File: config.mk
export PLATFORM = sky130hd
export DESIGN_NAME = uart_device
export DESIGN_NICKNAME = d
export VERILOG_FILES = /design/src/rtl/uart_device.sv
export SDC_FILE = /design/constraint.sdc
export NUM_CORES = 1
export LEC_CHECK = 0
export CAP_MARGIN = 40
export CORE_MARGIN = 4
export CORE_UTILIZATION = 40
export DETAILED_ROUTE_END_ITERATION = 10
export PLACE_DENSITY = 0.58
export SLEW_MARGIN = 20
export SYNTH_ARGS = -nofsm -noshare
export SYNTH_HDL_FRONTEND = slang
export SYNTH_SLANG_ARGS = --single-unit
File: constraint.sdc
create_clock -name clk -period 3.7 [get_ports clk]
set_input_delay 1.11 -clock clk [delete_from_list [all_inputs] [get_ports clk]]
set_output_delay 1.11 -clock clk [all_outputs]
set_load 0.02 [all_outputs]
File: src/rtl/uart_device.sv
// uart_device -- DUT-side UART, 8N1 by default, with a small RX FIFO.
//
// Purpose:
//   Serializes bytes taken from a valid/ready source onto tx and deserializes
//   rx into an RX FIFO that is drained through a valid/ready sink. One UART
//   bit lasts CLK_SAMPLES clocks, matching the co-sim UART transactor.
//
// Parameters:
//   CLK_SAMPLES   clocks per UART bit (even, >= 2)
//   RX_FIFO_DEPTH RX FIFO entries (power of 2, >= 2)
//
// Ports:
//   clk           clock
//   rst           asynchronous active-high reset
//   rx            serial input, idle high, asynchronous to clk
//   tx            serial output, idle high (registered)
//   tx_data       byte to send
//   tx_valid      tx_data valid
//   tx_ready      transmitter idle and able to accept a byte
//   rx_data       RX FIFO head byte (registered)
//   rx_valid      RX FIFO non-empty
//   rx_ready      consumer pops the head when rx_valid
//   rx_frame_err  1-cycle pulse: stop bit sampled low
//   rx_overflow   1-cycle pulse: received byte dropped because FIFO was full
//   rx_parity_err 1-cycle pulse: parity mismatch (constant 0 without parity)
//
// Build option:
//   UART_PARITY_EN  when defined, TX appends an even-parity bit after bit 7
//                   and RX checks it (11-bit frames). Leave undefined for
//                   co-simulation with the existing 8N1 transactor.

module uart_device #(
  parameter int CLK_SAMPLES   = 4,
  parameter int RX_FIFO_DEPTH = 4
) (
  input  logic       clk,
  input  logic       rst,
  input  logic       rx,
  output logic       tx,
  input  logic [7:0] tx_data,
  input  logic       tx_valid,
  output logic       tx_ready,
  output logic [7:0] rx_data,
  output logic       rx_valid,
  input  logic       rx_ready,
  output logic       rx_frame_err,
  output logic       rx_overflow,
  output logic       rx_parity_err
);

  localparam int              CW        = $clog2(CLK_SAMPLES + 1);
  localparam logic [CW-1:0]   BIT_CNT   = CW'(CLK_SAMPLES);
  localparam logic [CW-1:0]   BIT_LAST  = CW'(CLK_SAMPLES - 1);
  localparam logic [CW-1:0]   HALF_CNT  = CW'(CLK_SAMPLES / 2);
  localparam int              AW        = $clog2(RX_FIFO_DEPTH);
  localparam logic [AW:0]     FIFO_FULL = (AW+1)'(RX_FIFO_DEPTH);

  // ---------------------------------------------------------------------
  // TX: serializer FSM
  // ---------------------------------------------------------------------
  typedef enum logic [2:0] {
    TX_IDLE,
    TX_START,
    TX_DATA,
    TX_PAR,
    TX_STOP
  } tx_state_t;

  tx_state_t       r_tx_state;
  logic            r_tx;
  logic            r_tx_ready;
  logic [CW-1:0]   r_tx_cnt;
  logic [2:0]      r_tx_bit;
  logic [7:0]      r_tx_shift;
`ifdef UART_PARITY_EN
  logic            r_tx_par;
`endif

  logic            w_tx_accept;
  logic            w_tx_bit_end;

  // tx_ready is only ever high in TX_IDLE, so the handshake doubles as the
  // "idle and requested" condition.
  assign w_tx_accept  = tx_valid & r_tx_ready;
  // r_tx_cnt counts down from CLK_SAMPLES-1; zero marks the last cycle of a bit.
  assign w_tx_bit_end = (r_tx_cnt == '0);

  always_ff @(posedge clk or posedge rst) begin
    if (rst) begin
      r_tx_state <= TX_IDLE;
      r_tx       <= 1'b1;
      r_tx_ready <= 1'b1;
      r_tx_cnt   <= '0;
      r_tx_bit   <= '0;
    end else begin
      case (r_tx_state)
        TX_IDLE: begin
          if (w_tx_accept) begin
            r_tx_state <= TX_START;
            r_tx       <= 1'b0;
            r_tx_ready <= 1'b0;
            r_tx_cnt   <= BIT_LAST;
          end
        end
        TX_START: begin
          if (w_tx_bit_end) begin
            r_tx_state <= TX_DATA;
            r_tx       <= r_tx_shift[0];
            r_tx_cnt   <= BIT_LAST;
            r_tx_bit   <= '0;
          end else begin
            r_tx_cnt <= r_tx_cnt - 1'b1;
          end
        end
        TX_DATA: begin
          if (w_tx_bit_end) begin
            r_tx_cnt <= BIT_LAST;
            if (r_tx_bit == 3'd7) begin
`ifdef UART_PARITY_EN
              r_tx_state <= TX_PAR;
              r_tx       <= r_tx_par;
`else
              r_tx_state <= TX_STOP;
              r_tx       <= 1'b1;
`endif
            end else begin
              r_tx_bit <= r_tx_bit + 3'd1;
              // The shifter advances on this same edge, so bit 1 is next.
              r_tx     <= r_tx_shift[1];
            end
          end else begin
            r_tx_cnt <= r_tx_cnt - 1'b1;
          end
        end
        TX_PAR: begin
          if (w_tx_bit_end) begin
            r_tx_state <= TX_STOP;
            r_tx       <= 1'b1;
            r_tx_cnt   <= BIT_LAST;
          end else begin
            r_tx_cnt <= r_tx_cnt - 1'b1;
          end
        end
        TX_STOP: begin
          if (w_tx_bit_end) begin
            r_tx_state <= TX_IDLE;
            r_tx_ready <= 1'b1;
          end else begin
            r_tx_cnt <= r_tx_cnt - 1'b1;
          end
        end
        default: begin
          r_tx_state <= TX_IDLE;
          r_tx       <= 1'b1;
          r_tx_ready <= 1'b1;
        end
      endcase
    end
  end

  // Data-only shifter: loaded on the handshake, shifted at each data-bit end.
  always_ff @(posedge clk) begin
    if (w_tx_accept) begin
      r_tx_shift <= tx_data;
`ifdef UART_PARITY_EN
      r_tx_par   <= ^tx_data;
`endif
    end else if (r_tx_state == TX_DATA && w_tx_bit_end) begin
      r_tx_shift <= {1'b0, r_tx_shift[7:1]};
    end
  end

  assign tx       = r_tx;
  assign tx_ready = r_tx_ready;

  // ---------------------------------------------------------------------
  // RX: synchronizer and edge detect
  // ---------------------------------------------------------------------
  logic r_rx_s1;
  logic r_rx_s2;
  logic r_rx_d;
  logic w_rx_fall;

  always_ff @(posedge clk or posedge rst) begin
    if (rst) begin
      r_rx_s1 <= 1'b1;
      r_rx_s2 <= 1'b1;
      r_rx_d  <= 1'b1;
    end else begin
      r_rx_s1 <= rx;
      r_rx_s2 <= r_rx_s1;
      r_rx_d  <= r_rx_s2;
    end
  end

  assign w_rx_fall = r_rx_d & ~r_rx_s2;

  // ---------------------------------------------------------------------
  // RX: deserializer FSM
  // ---------------------------------------------------------------------
  typedef enum logic [2:0] {
    RX_IDLE,
    RX_START,
    RX_DATA,
    RX_PAR,
    RX_STOP,
    RX_WAIT_IDLE
  } rx_state_t;

  rx_state_t       r_rx_state;
  logic [CW-1:0]   r_rx_cnt;
  logic [2:0]      r_rx_bit;
  logic [7:0]      r_rx_shift;
  logic            r_rx_push;
  logic            r_rx_frame_err;
`ifdef UART_PARITY_EN
  logic            r_rx_par_bad;
  logic            r_rx_parity_err;
`endif
  logic            w_rx_tick;

  // r_rx_cnt holds the cycles left until the next sample; 1 means sample now.
  // Loading CLK_SAMPLES/2 on the falling edge puts every sample mid-bit.
  assign w_rx_tick = (r_rx_cnt == CW'(1));

  always_ff @(posedge clk or posedge rst) begin
    if (rst) begin
      r_rx_state     <= RX_IDLE;
      r_rx_cnt       <= '0;
      r_rx_bit       <= '0;
      r_rx_push      <= 1'b0;
      r_rx_frame_err <= 1'b0;
`ifdef UART_PARITY_EN
      r_rx_par_bad    <= 1'b0;
      r_rx_parity_err <= 1'b0;
`endif
    end else begin
      r_rx_push      <= 1'b0;
      r_rx_frame_err <= 1'b0;
`ifdef UART_PARITY_EN
      r_rx_parity_err <= 1'b0;
`endif
      case (r_rx_state)
        RX_IDLE: begin
          if (w_rx_fall) begin
            r_rx_state <= RX_START;
            r_rx_cnt   <= HALF_CNT;
          end
        end
        RX_START: begin
          if (w_rx_tick) begin
            // A start bit that is high again at mid-bit was only a glitch.
            if (r_rx_s2) begin
              r_rx_state <= RX_IDLE;
            end else begin
              r_rx_state <= RX_DATA;
              r_rx_cnt   <= BIT_CNT;
              r_rx_bit   <= '0;
            end
          end else begin
            r_rx_cnt <= r_rx_cnt - 1'b1;
          end
        end
        RX_DATA: begin
          if (w_rx_tick) begin
            r_rx_cnt <= BIT_CNT;
            r_rx_bit <= r_rx_bit + 3'd1;
            if (r_rx_bit == 3'd7) begin
`ifdef UART_PARITY_EN
              r_rx_state <= RX_PAR;
`else
              r_rx_state <= RX_STOP;
`endif
            end
          end else begin
            r_rx_cnt <= r_rx_cnt - 1'b1;
          end
        end
`ifdef UART_PARITY_EN
        RX_PAR: begin
          if (w_rx_tick) begin
            r_rx_state   <= RX_STOP;
            r_rx_cnt     <= BIT_CNT;
            r_rx_par_bad <= r_rx_s2 ^ (^r_rx_shift);
          end else begin
            r_rx_cnt <= r_rx_cnt - 1'b1;
          end
        end
`endif
        RX_STOP: begin
          if (w_rx_tick) begin
            // Frame error wins over parity error: one pulse per frame at most.
            if (!r_rx_s2) begin
              r_rx_frame_err <= 1'b1;
              r_rx_state     <= RX_WAIT_IDLE;
            end else begin
`ifdef UART_PARITY_EN
              if (r_rx_par_bad) begin
                r_rx_parity_err <= 1'b1;
              end else begin
                r_rx_push <= 1'b1;
              end
`else
              r_rx_push <= 1'b1;
`endif
              r_rx_state <= RX_IDLE;
            end
          end else begin
            r_rx_cnt <= r_rx_cnt - 1'b1;
          end
        end
        RX_WAIT_IDLE: begin
          if (r_rx_s2) begin
            r_rx_state <= RX_IDLE;
          end
        end
        default: begin
          r_rx_state <= RX_IDLE;
        end
      endcase
    end
  end

  // Received byte stays stable from the last data sample until the push.
  always_ff @(posedge clk) begin
    if (r_rx_state == RX_DATA && w_rx_tick) begin
      r_rx_shift <= {r_rx_s2, r_rx_shift[7:1]};
    end
  end

  // ---------------------------------------------------------------------
  // RX FIFO with registered head
  // ---------------------------------------------------------------------
  logic [7:0]      r_mem [RX_FIFO_DEPTH];
  logic [AW:0]     r_wr;
  logic [AW:0]     r_rd;
  logic            r_rx_valid;
  logic [7:0]      r_rx_data;
  logic            r_rx_overflow;

  logic [AW:0]     w_count;
  logic            w_full;
  logic            w_pop;
  logic            w_push_ok;
  logic [AW:0]     w_rd_nxt;
  logic [AW:0]     w_wr_nxt;
  logic            w_nonempty_nxt;
  logic [7:0]      w_head_nxt;

  assign w_count        = r_wr - r_rd;
  assign w_full         = (w_count == FIFO_FULL);
  assign w_pop          = r_rx_valid & rx_ready;
  // A pop in the same cycle frees the slot, so a full FIFO still accepts.
  assign w_push_ok      = r_rx_push & (~w_full | w_pop);
  assign w_rd_nxt       = r_rd + {{AW{1'b0}}, w_pop};
  assign w_wr_nxt       = r_wr + {{AW{1'b0}}, w_push_ok};
  assign w_nonempty_nxt = (w_wr_nxt != w_rd_nxt);
  // When the incoming byte lands at the new head slot it is not yet in r_mem,
  // so bypass it straight into the head register.
  assign w_head_nxt     = (w_push_ok && (r_wr == w_rd_nxt)) ? r_rx_shift
                                                            : r_mem[w_rd_nxt[AW-1:0]];

  always_ff @(posedge clk or posedge rst) begin
    if (rst) begin
      r_wr          <= '0;
      r_rd          <= '0;
      r_rx_valid    <= 1'b0;
      r_rx_data     <= 8'h00;
      r_rx_overflow <= 1'b0;
    end else begin
      r_wr          <= w_wr_nxt;
      r_rd          <= w_rd_nxt;
      r_rx_valid    <= w_nonempty_nxt;
      r_rx_overflow <= r_rx_push & w_full & ~w_pop;
      if (w_nonempty_nxt) begin
        r_rx_data <= w_head_nxt;
      end
    end
  end

  always_ff @(posedge clk) begin
    if (w_push_ok) begin
      r_mem[r_wr[AW-1:0]] <= r_rx_shift;
    end
  end

  assign rx_data      = r_rx_data;
  assign rx_valid     = r_rx_valid;
  assign rx_frame_err = r_rx_frame_err;
  assign rx_overflow  = r_rx_overflow;
`ifdef UART_PARITY_EN
  assign rx_parity_err = r_rx_parity_err;
`else
  assign rx_parity_err = 1'b0;
`endif

endmodule

Yosys cells after proc, flatten, opt, wreduce, memory -nomap -nowiden
Memories as Yosys holds them, arrays and structs flattened.
Index checks and enable logic that the tools add are counted.
{"block": "word_totals", "input_bits": 13, "word_cells": 142, "mem_bits_rw": 32, "regBits": 57, "n_memories": 1}
{"block": "op_classes", "n_bitwise": 12, "n_reduce_logical": 20, "add_sub_neg": 7, "n_mux": 51, "eq_ne": 31}
{"memory": "r_mem", "words": 4, "word_bits": 8, "rd": 1, "rd_clocked_by_memory_dff": 0, "write_ports": 1, "line_no": "334", "source": "logic [7:0] r_mem [RX_FIFO_DEPTH];"}
{"op": "two-way mux 3 bit", "count": 26}
{"op": "!= test 2 bit (second input constant)", "count": 16}
{"op": "case mux 3 bit (5 select lines)", "count": 2}
{"op": "two-way mux 8 bit", "count": 3}
{"op": "== test 3 bit (second input constant)", "count": 6}
{"op": "two-way mux 1 bit", "count": 13}
{"op": "case mux 3 bit (2 select lines)", "count": 2}
{"op": "case mux 3 bit (4 select lines)", "count": 1}
{"op": "AND reduction 4 bit", "count": 3}
{"op": "AND reduction 6 bit", "count": 2}
{"op": "== test 3 x 1 -> 1 bit (second input constant)", "count": 3}
{"op": "== test 3 x 2 -> 1 bit (second input constant)", "count": 3}
{"op": "zero test 3 bit", "count": 3}
{"op": "case mux 3 bit (3 select lines)", "count": 1}
{"op": "adder 3 x 1 -> 3 bit", "count": 2}
{"op": "adder 3 x 1 -> 3 bit (second input constant)", "count": 2}
{"op": "AND 1 bit", "count": 6}
{"op": "AND reduction 3 bit", "count": 2}
{"op": "nonzero test 2 bit", "count": 3}
{"op": "subtractor 3 x 1 -> 3 bit (second input constant)", "count": 2}
{"op": "inverter 1 bit", "count": 5}
{"op": "case mux 1 bit (5 select lines)", "count": 1}
{"op": "AND reduction 5 bit", "count": 1}
{"op": "nonzero test 4 bit", "count": 1}
{"op": "other kinds (10)", "count": 12}

Logic depth before layout (Yosys ltp)
Gate-level depths: netlist (run 1).
{"block": "depth", "ltp_word": 7, "ltp_mapped": 15, "ltp_nobuf": 13}

Least setup slack after synthesis (run 1)
OpenSTA, ideal clock, no wires.
{"block": "synth_timing", "path_type": "input -> register", "from": "input port rx_ready", "to": "register r_rx_data[5], in the netlist rx_data[5]", "n_path_buf": 2, "t_required_ns": 3.574, "cell_stages": 13, "t_arrival_ns": 3.312, "path_slack_ns": 0.263, "cell_sequence": "and2_2 -> nand3b_1 -> o21ai_0 -> inv_1 -> ha_1 -> ha_1 -> xor2_1 -> xor2_1 -> or3_1 -> buf_4 -> buf_2 -> nor2_1 -> a21oi_1"}
{"block": "synth_between", "elab_chain_cells": 5, "word_cells_on_any_way": 10, "classes_between": "add/sub: 2; eq/ne: 2; mux: 1; bitwise: 3; reduce/logical: 1; memory: 1"}
{"element": "start, declared", "line_no": "45", "source": "input logic rx_ready,"}
{"element": "AND 1 bit", "line_no": "352", "source": "assign w_pop = r_rx_valid & rx_ready;"}
{"element": "bitwise OR 1 bit", "line_no": "354", "source": "assign w_push_ok = r_rx_push & (~w_full | w_pop);"}
{"element": "AND 1 bit", "line_no": "354"}
{"element": "adder 3 x 1 -> 3 bit", "line_no": "356", "source": "assign w_wr_nxt = r_wr + {{AW{1'b0}}, w_push_ok};"}
{"element": "net w_wr_nxt[2]", "line_no": "346", "source": "logic [AW:0] w_wr_nxt;"}
{"element": "!= test 3 bit", "line_no": "357", "source": "assign w_nonempty_nxt = (w_wr_nxt != w_rd_nxt);"}
{"element": "net w_nonempty_nxt", "line_no": "347", "source": "logic w_nonempty_nxt;"}
{"element": "end signal, assigned", "line_no": "376", "source": "r_rx_data <= w_head_nxt;"}
{"element": "end, declared", "line_no": "338", "source": "logic [7:0] r_rx_data;"}
The timed path passes the listed nets, and every way through them passes these cells.
A chain may end at the register's enable or synchronous reset.

Worst setup path after layout (run 1)
{"block": "layout_timing", "from": "input port rx_ready", "to": "register r_rx_data[1], in the netlist rx_data[1]"}
{"block": "layout_between", "elab_chain_cells": 5, "word_cells_on_any_way": 10, "classes_between": "add/sub: 2; eq/ne: 2; mux: 1; bitwise: 3; reduce/logical: 1; memory: 1"}
{"element": "AND 1 bit", "line_no": "352"}
{"element": "bitwise OR 1 bit", "line_no": "354"}
{"element": "AND 1 bit", "line_no": "354"}
{"element": "adder 3 x 1 -> 3 bit", "line_no": "356"}
{"element": "net w_wr_nxt[2]", "line_no": "346"}
{"element": "!= test 3 bit", "line_no": "357"}
The timed path passes the listed nets, and every way through them passes these cells.

==> results of run 1 <==
critical path, stage by stage:
cell             delay (ns)
clkdlybuf4s50_1        0.39
and2_2                 0.18
nand3b_1               0.17
o21ai_0                0.28
inv_1                  0.11
ha_1                   0.19
ha_1                   0.18
xor2_1                 0.16
xor2_1                 0.17
or3_1                  0.38
buf_4                  0.19
nor2_1                 0.10
a21oi_1                0.04
registers in the layout, summed over array words and instances, names as in the netlist, 8 cells and up:
register,cells
r_mem,32
rx_data,8
r_rx_shift,8
r_tx_shift,8
stage by stage:
| step | power, uW | hold slack (ns) | utilization |
|---|---|---|---|
| 5_1_grt | 2648 | 0.3575 | 0.4738 |
| 2_1_floorplan | 1714 | 0.3452 | - |
| 3_3_place_gp | 1817 | 0.3464 | 0.4530 |
| 3_5_place_dp | 1837 | 0.3479 | 0.4535 |
| 6_report | 2467 | 0.3462 | 0.4738 |
| 4_1_cts | 2495 | 0.3522 | 0.4738 |
synthesized netlist by cell type, drive strengths merged, types with 7 or more instances:
cell and n:
o21ai 20, inv 11, xor2 8, mux2i 10
nor2 26, mux4 8, nor3 7, nand2 26
mux2 7, clkbuf 11, ha 14, a21oi 22
edfxtp 48, dfrtp 36
where the power goes:
group,switching (uW),internal (uW),total [uW]
combinational,317,241,558
clock,388,265,653
sequential,112,1140,1260
total,817,1650,2470
cell usage in the layout (no fill, tap or decap), types with 9 or more instances in the layout:
| cell type | netlist | layout |
|---|---|---|
| o21ai_0 | 20 | 20 |
| edfxtp_1 | 48 | 48 |
| clkbuf_8 | 0 | 9 |
| buf_4 | 2 | 9 |
| a21oi_1 | 22 | 22 |
| inv_1 | 11 | 10 |
| nor2_1 | 26 | 26 |
| dfrtp_1 | 36 | 36 |
| nand2_1 | 26 | 26 |
| clkdlybuf4s50_1 | 0 | 25 |
| ha_1 | 14 | 14 |
| mux2i_1 | 10 | 10 |
cell families (layout without fill, tap and decap cells):
group           count (synthesis)  count (layout)  synth area share
compound gates                 61              61           0.09338
xor+xnor                       13              13           0.02832
fa+ha+maj                      14              14           0.04357
buf+inv                        28              62           0.02926
flops                          89              89            0.6153
mux                            25              25           0.08933
other cells                     1               1         0.0009328
simple gates                   86              86           0.09991
worst max path at each step:
stage,start,endpoint,depth (start not counted)
6_report,rx_ready,rx_data[1]$_DFFE_PP0P_,13
5_1_grt,rx_ready,rx_data[3]$_DFFE_PP0P_,13
4_1_cts,rx_ready,rx_data[1]$_DFFE_PP0P_,13
3_5_place_dp,rx_ready,rx_data[4]$_DFFE_PP0P_,13
3_3_place_gp,rx_ready,rx_data[7]$_DFFE_PP0P_,13
2_1_floorplan,rx_ready,rx_data[5]$_DFFE_PP0P_,13
metal layers:
layer | track usage | part of all wire
met3 | 0.03343 | 0.035
met2 | 0.2047 | 0.47
met5 | 0 | 0
met4 | 0.04328 | 0.0094
met1 | 0.1820 | 0.49
layout make-up:
cell class                 instances  share of cell area
timing repair buffer              35             0.06971
clock buffer                       9             0.02675
sequential                        89              0.5342
tap                              133             0.03594
multi-input combinational        200              0.3086
inverter                          11            0.008917
clock inverter                     7             0.01594
==> impl_metrics.yaml, run 1 <==
status:
  status: "finished, final reports clean"
route:
  wl_per_cell_um: 14.47
  vias: 2446
  drt-total-wl_um: 7003
  ant_nets: 0
  first_pass_iters: 4
  via_per_inst: 5.054
  drc: 0
  drt_iter0_drc: 104
synth:
  yosysWarnings: 0
  syn_avg_cell_area_um2: 12.68
  yosysSeqAreaShare: 0.6153
  ys.flop_type: "edfxtp_1"
  synthCells: 317
  synth_top_area_share: 0.3585
  synth_seq_cells: 89
  synthArstFlopShare: 0.4607
  synth_cell_types: 43
  synth_nets: 344
  synth_edf_count: 48
  synth_area_leaders: "edfxtp_1 36%, dfrtp_1 22%, mux4_2 4.5%, ha_1 4.4%, dfstp_2 3.3%"
  yosys.area.top_type: "edfxtp_1"
  synth_area_mm2: 0.004020
setup_path:
  crit_arrival_ns: 3.66
  r2r-end: "rx_data[1]$_DFFE_PP0P_"
  rrSetupSlack_ns: 0.62
  worstSetupPathType: "input pin to flop"
  r2r_start: "r_wr[0]$_DFF_PP0_"
  reg2regPathDepth: 14
  crit_path_start_kind: "input pin"
  crit_fanout: 17
  required_ns: 3.94
  cp-end-kind: "flop"
die:
  die_h_um: 108.3
  coreArea_mm2: 0.009774
  fp.dieW_um: 108.3
  start_util: 0.4113
  ioPinCount: 27
  rows: 36
  die-area_mm2: 0.01172
power_and_ir_drop:
  p_per_area_mw_per_mm2: 532.7
  vdd_ir_drop_max_mv: 0.2290
  p_leak_uw: 0.001892
clock_network:
  cts-root-buf: "clkbuf_8"
  ctsHoldBuffers: 0
  clock_latency_ns: 0.36
  postCtsSetupRepairBufs: 0
  cts_inserted_buffers: 9
  post_cts_resized: 0
  clk_pin_slew_ns: 0.10
  cts_tree: "built"
  cts_htree_levels: 3
  cts_buffer_depth: 2
  cts.sinks: 89
sta:
  worst_slack_ns: 0.2803
  period_share: 0.9243
  slew_headroom: 0.5129
  final.setup.tns_ns: 0
  rsz0062_at_grt: "no"
  slew_viol_final: 0
  worst_clock_skew_ns: 0.01682
  min_period_ns: 3.420
  hold_viol_final: 0
  setup_viol: 0
  tightest_slew_ns: 0.7280
  fmax_mhz: 292.4
placement:
  placed_cell_area_mm2: 0.004433
  dp_hpwl_um: 4658
  port_buffers: 25
  place_ws_ns: -0.08790
  placed_cells: 468
  place_congestion: 0.8051
finish:
  syn_to_final_growth_pct: 15.19
  drive_gt1_frac: 0.1425
  nFillCells: 892
  ff_latch_area_mm2: 0.002474
  antennaDiodeCount: 0
  fin_cells: 484
  fin_nets: 373
  multiInputGateArea_mm2: 0.001429
  postLayoutCellArea_mm2: 0.004631
global_routing:
  grt_pass1_vias: 2387
  grt_usage: 0.1318
  grt_pass1_wl_um: 11900
  grt_max_degree: 42
  antenna_found_initial: 0
  overflow: 0
min_path:
  hold_path_end: "r_rx_s2$_DFF_PP1_"
  holdPathStages: 0
  min-delay-path-class: "flop to flop"
  hp-start: "r_rx_s1$_DFF_PP1_"
flow_run:
  drv_cap: 0
No activity file was read; power rests on OpenSTA's default activity.
==> run 2: changes to the inputs <==
- CTS_BUF_LIST: unset -> sky130_fd_sc_hd__clkbuf_4
==> impl_metrics.yaml, run 2 (synthesized netlist as in run 1, its figures left out) <==
setup_path:
  crit_buf_inv: 3
  slowest_delay_ns: 0.39
  path_depth: 13
  endpoint: "rx_data[1]$_DFFE_PP0P_"
  cp_slowest_cell: "clkdlybuf4s50_1"
  crit_fanout: 17
  cp-startpoint: "rx_ready"
  r2r-end: "rx_data[1]$_DFFE_PP0P_"
  crit_path_start_kind: "input pin"
  r2r_start: "r_wr[0]$_DFF_PP0_"
  worstSetupPathType: "input pin to flop"
  crit_chain: "clkdlybuf4s50_1, and2_2, nand3b_1, o21ai_0, inv_1, ha_1, ha_1, xor2_1, xor2_1, or3_1, buf_4, nor2_1, a21oi_1"
  path_delay_family: "simple AND/OR/NAND/NOR gates"
  rrSetupSlack_ns: 0.62
  reg2regPathDepth: 14
  cp-end-kind: "flop"
  crit_arrival_ns: 3.65
  required_ns: 4.05
flow_run:
  drv_cap: 0
global_routing:
  antenna_found_initial: 0
  grt_max_degree: 42
  grt_usage: 0.1316
  overflow: 0
  grt_pass1_wl_um: 11850
  grt_pass1_vias: 2370
clock_network:
  ctsHoldBuffers: 0
  postCtsSetupRepairBufs: 0
  clock_latency_ns: 0.45
  cts_buffer_depth: 2
  cts-root-buf: "clkbuf_4"
  cts_htree_levels: 3
  cts_tree: "built"
  cts_inserted_buffers: 9
  cts.sinks: 89
  post_cts_resized: 0
  clk_pin_slew_ns: 0.16
die:
  rows: 36
  die-area_mm2: 0.01172
  start_util: 0.4113
  coreArea_mm2: 0.009774
  fp.dieW_um: 108.3
  ioPinCount: 27
  die_h_um: 108.3
status:
  status: "finished, final reports clean"
route:
  first_pass_iters: 5
  via_per_inst: 5.089
  routed.top_layer: "met4"
  ant_nets: 0
  vias: 2463
  drt-met1-wl_um: 3401
  drc: 0
  drt-total-wl_um: 6988
  wl_met3_um: 288
  drt_iter0_drc: 107
  wl_per_cell_um: 14.44
  dr_wl_met2_um: 3205
power_and_ir_drop:
  clockPowerShare: 0.230
  seqPwrFrac: 0.534
  internal_power_uw: 1543
  vdd_ir_drop_max_mv: 0.2277
  p_sw_frac: 0.3437
  combinationalPowerShare: 0.237
  finalPower_uw: 2352
  p_leak_uw: 0.001868
  p_sw_uw: 808.4
  p_per_area_mw_per_mm2: 514.1
placement:
  placed_cells: 468
  placed_cell_area_mm2: 0.004433
  place_congestion: 0.8051
  port_buffers: 25
  dp_hpwl_um: 4658
sta:
  hold_slack_ns: 0.3501
  hold_viol_final: 0
  slew_headroom: 0.5170
  worst_clock_skew_ns: 0.02448
  rsz0062_at_grt: "no"
  min_period_ns: 3.307
  slew_viol_final: 0
  period_share: 0.8937
  fmax_mhz: 302.4
  tightest_slew_ns: 0.7218
  setup_viol: 0
finish:
  antennaDiodeCount: 0
  fin_cells: 484
  drive_gt1_frac: 0.1425
  fin_util: 0.4680
  nFillCells: 899
  final_cell_mix: "48 x edfxtp_1, 36 x dfrtp_1, 26 x nor2_1, 26 x nand2_1, 25 x clkdlybuf4s50_1"
  multiInputGateArea_mm2: 0.001429
  largest_reg_flops: 32
  fin_nets: 373
  postLayoutCellArea_mm2: 0.004574
  syn_to_final_growth_pct: 13.79
  ff_latch_area_mm2: 0.002474
  final_common_cell: "edfxtp_1"
min_path:
  min-delay-path-class: "flop to flop"
==> run 2: changes by cell type in the layout (fill, tap and decap cells not counted) <==
| cell | before | now |
|---|---|---|
| clkbuf_4 | 0 | 9 |
| clkbuf_8 | 9 | 0 |
==> run 2: worst register-to-register path, cell delays in order (launching register included) <==
cell	delay [ns]
dfrtp_1	0.46
inv_1	0.11
ha_1	0.20
and2b_2	0.19
xnor2_1	0.19
o21ai_0	0.32
inv_1	0.11
ha_1	0.19
ha_1	0.18
xor2_1	0.16
xor2_1	0.17
or3_1	0.38
buf_4	0.19
nor2_1	0.10
a21oi_1	0.04
==> run 2: how the worst min path moves through the flow <==
| stage | from | endpoint | cells past startpoint |
|---|---|---|---|
| 4_1_cts | r_rx_s1$_DFF_PP1_ | r_rx_s2$_DFF_PP1_ | 0 |
| 6_report | r_rx_s1$_DFF_PP1_ | r_rx_s2$_DFF_PP1_ | 0 |
| 3_3_place_gp | r_rx_s1$_DFF_PP1_ | r_rx_s2$_DFF_PP1_ | 0 |
| 3_5_place_dp | r_rx_s1$_DFF_PP1_ | r_rx_s2$_DFF_PP1_ | 0 |
| 5_1_grt | r_rx_s1$_DFF_PP1_ | r_rx_s2$_DFF_PP1_ | 0 |
| 2_1_floorplan | r_rx_s1$_DFF_PP1_ | r_rx_s2$_DFF_PP1_ | 0 |
==> run 2: through the flow <==
step	setup slack [ns]	setup TNS [ns]
after global routing	0.1939	0
final	0.3933	0
after global placement	0.03391	0
after CTS	0.3870	0
after detailed placement	-0.08790	-0.6405
after floorplan	0.2628	0
==> run 2: power groups by stage <==
| stage | clock (uW) | combinational [uW] | sequential [uW] |
|---|---|---|---|
| floorplan | 0 | 496 | 1220 |
| finish | 540 | 557 | 1260 |
| detailed placement | 0 | 561 | 1280 |
| global route | 603 | 650 | 1280 |
| global placement | 0 | 542 | 1270 |
| CTS | 557 | 562 | 1260 |
==> run 2: cell type report <==
class                           instances  area share
Inverter                               11    0.009026
Sequential cell                        89      0.5408
Clock inverter                          7     0.01614
Timing Repair Buffer                   35     0.07057
Tap cell                              133     0.03638
Multi-Input combinational cell        200      0.3124
Clock buffer                            9     0.01477
==> run 2: metal layers <==
metal	track usage	up-vias
li1	-	1206
met1	0.1838	1205
met2	0.2016	45
met3	0.02985	7
met4	0.04869	0
met5	0	-
==> run 3: changes to the inputs <==
- SKIP_CTS_REPAIR_TIMING: unset -> 1
- SLEW_MARGIN: 20 -> unset
==> results of run 3 <==
Final layout, timing and power as in run 2 (identical DEF).
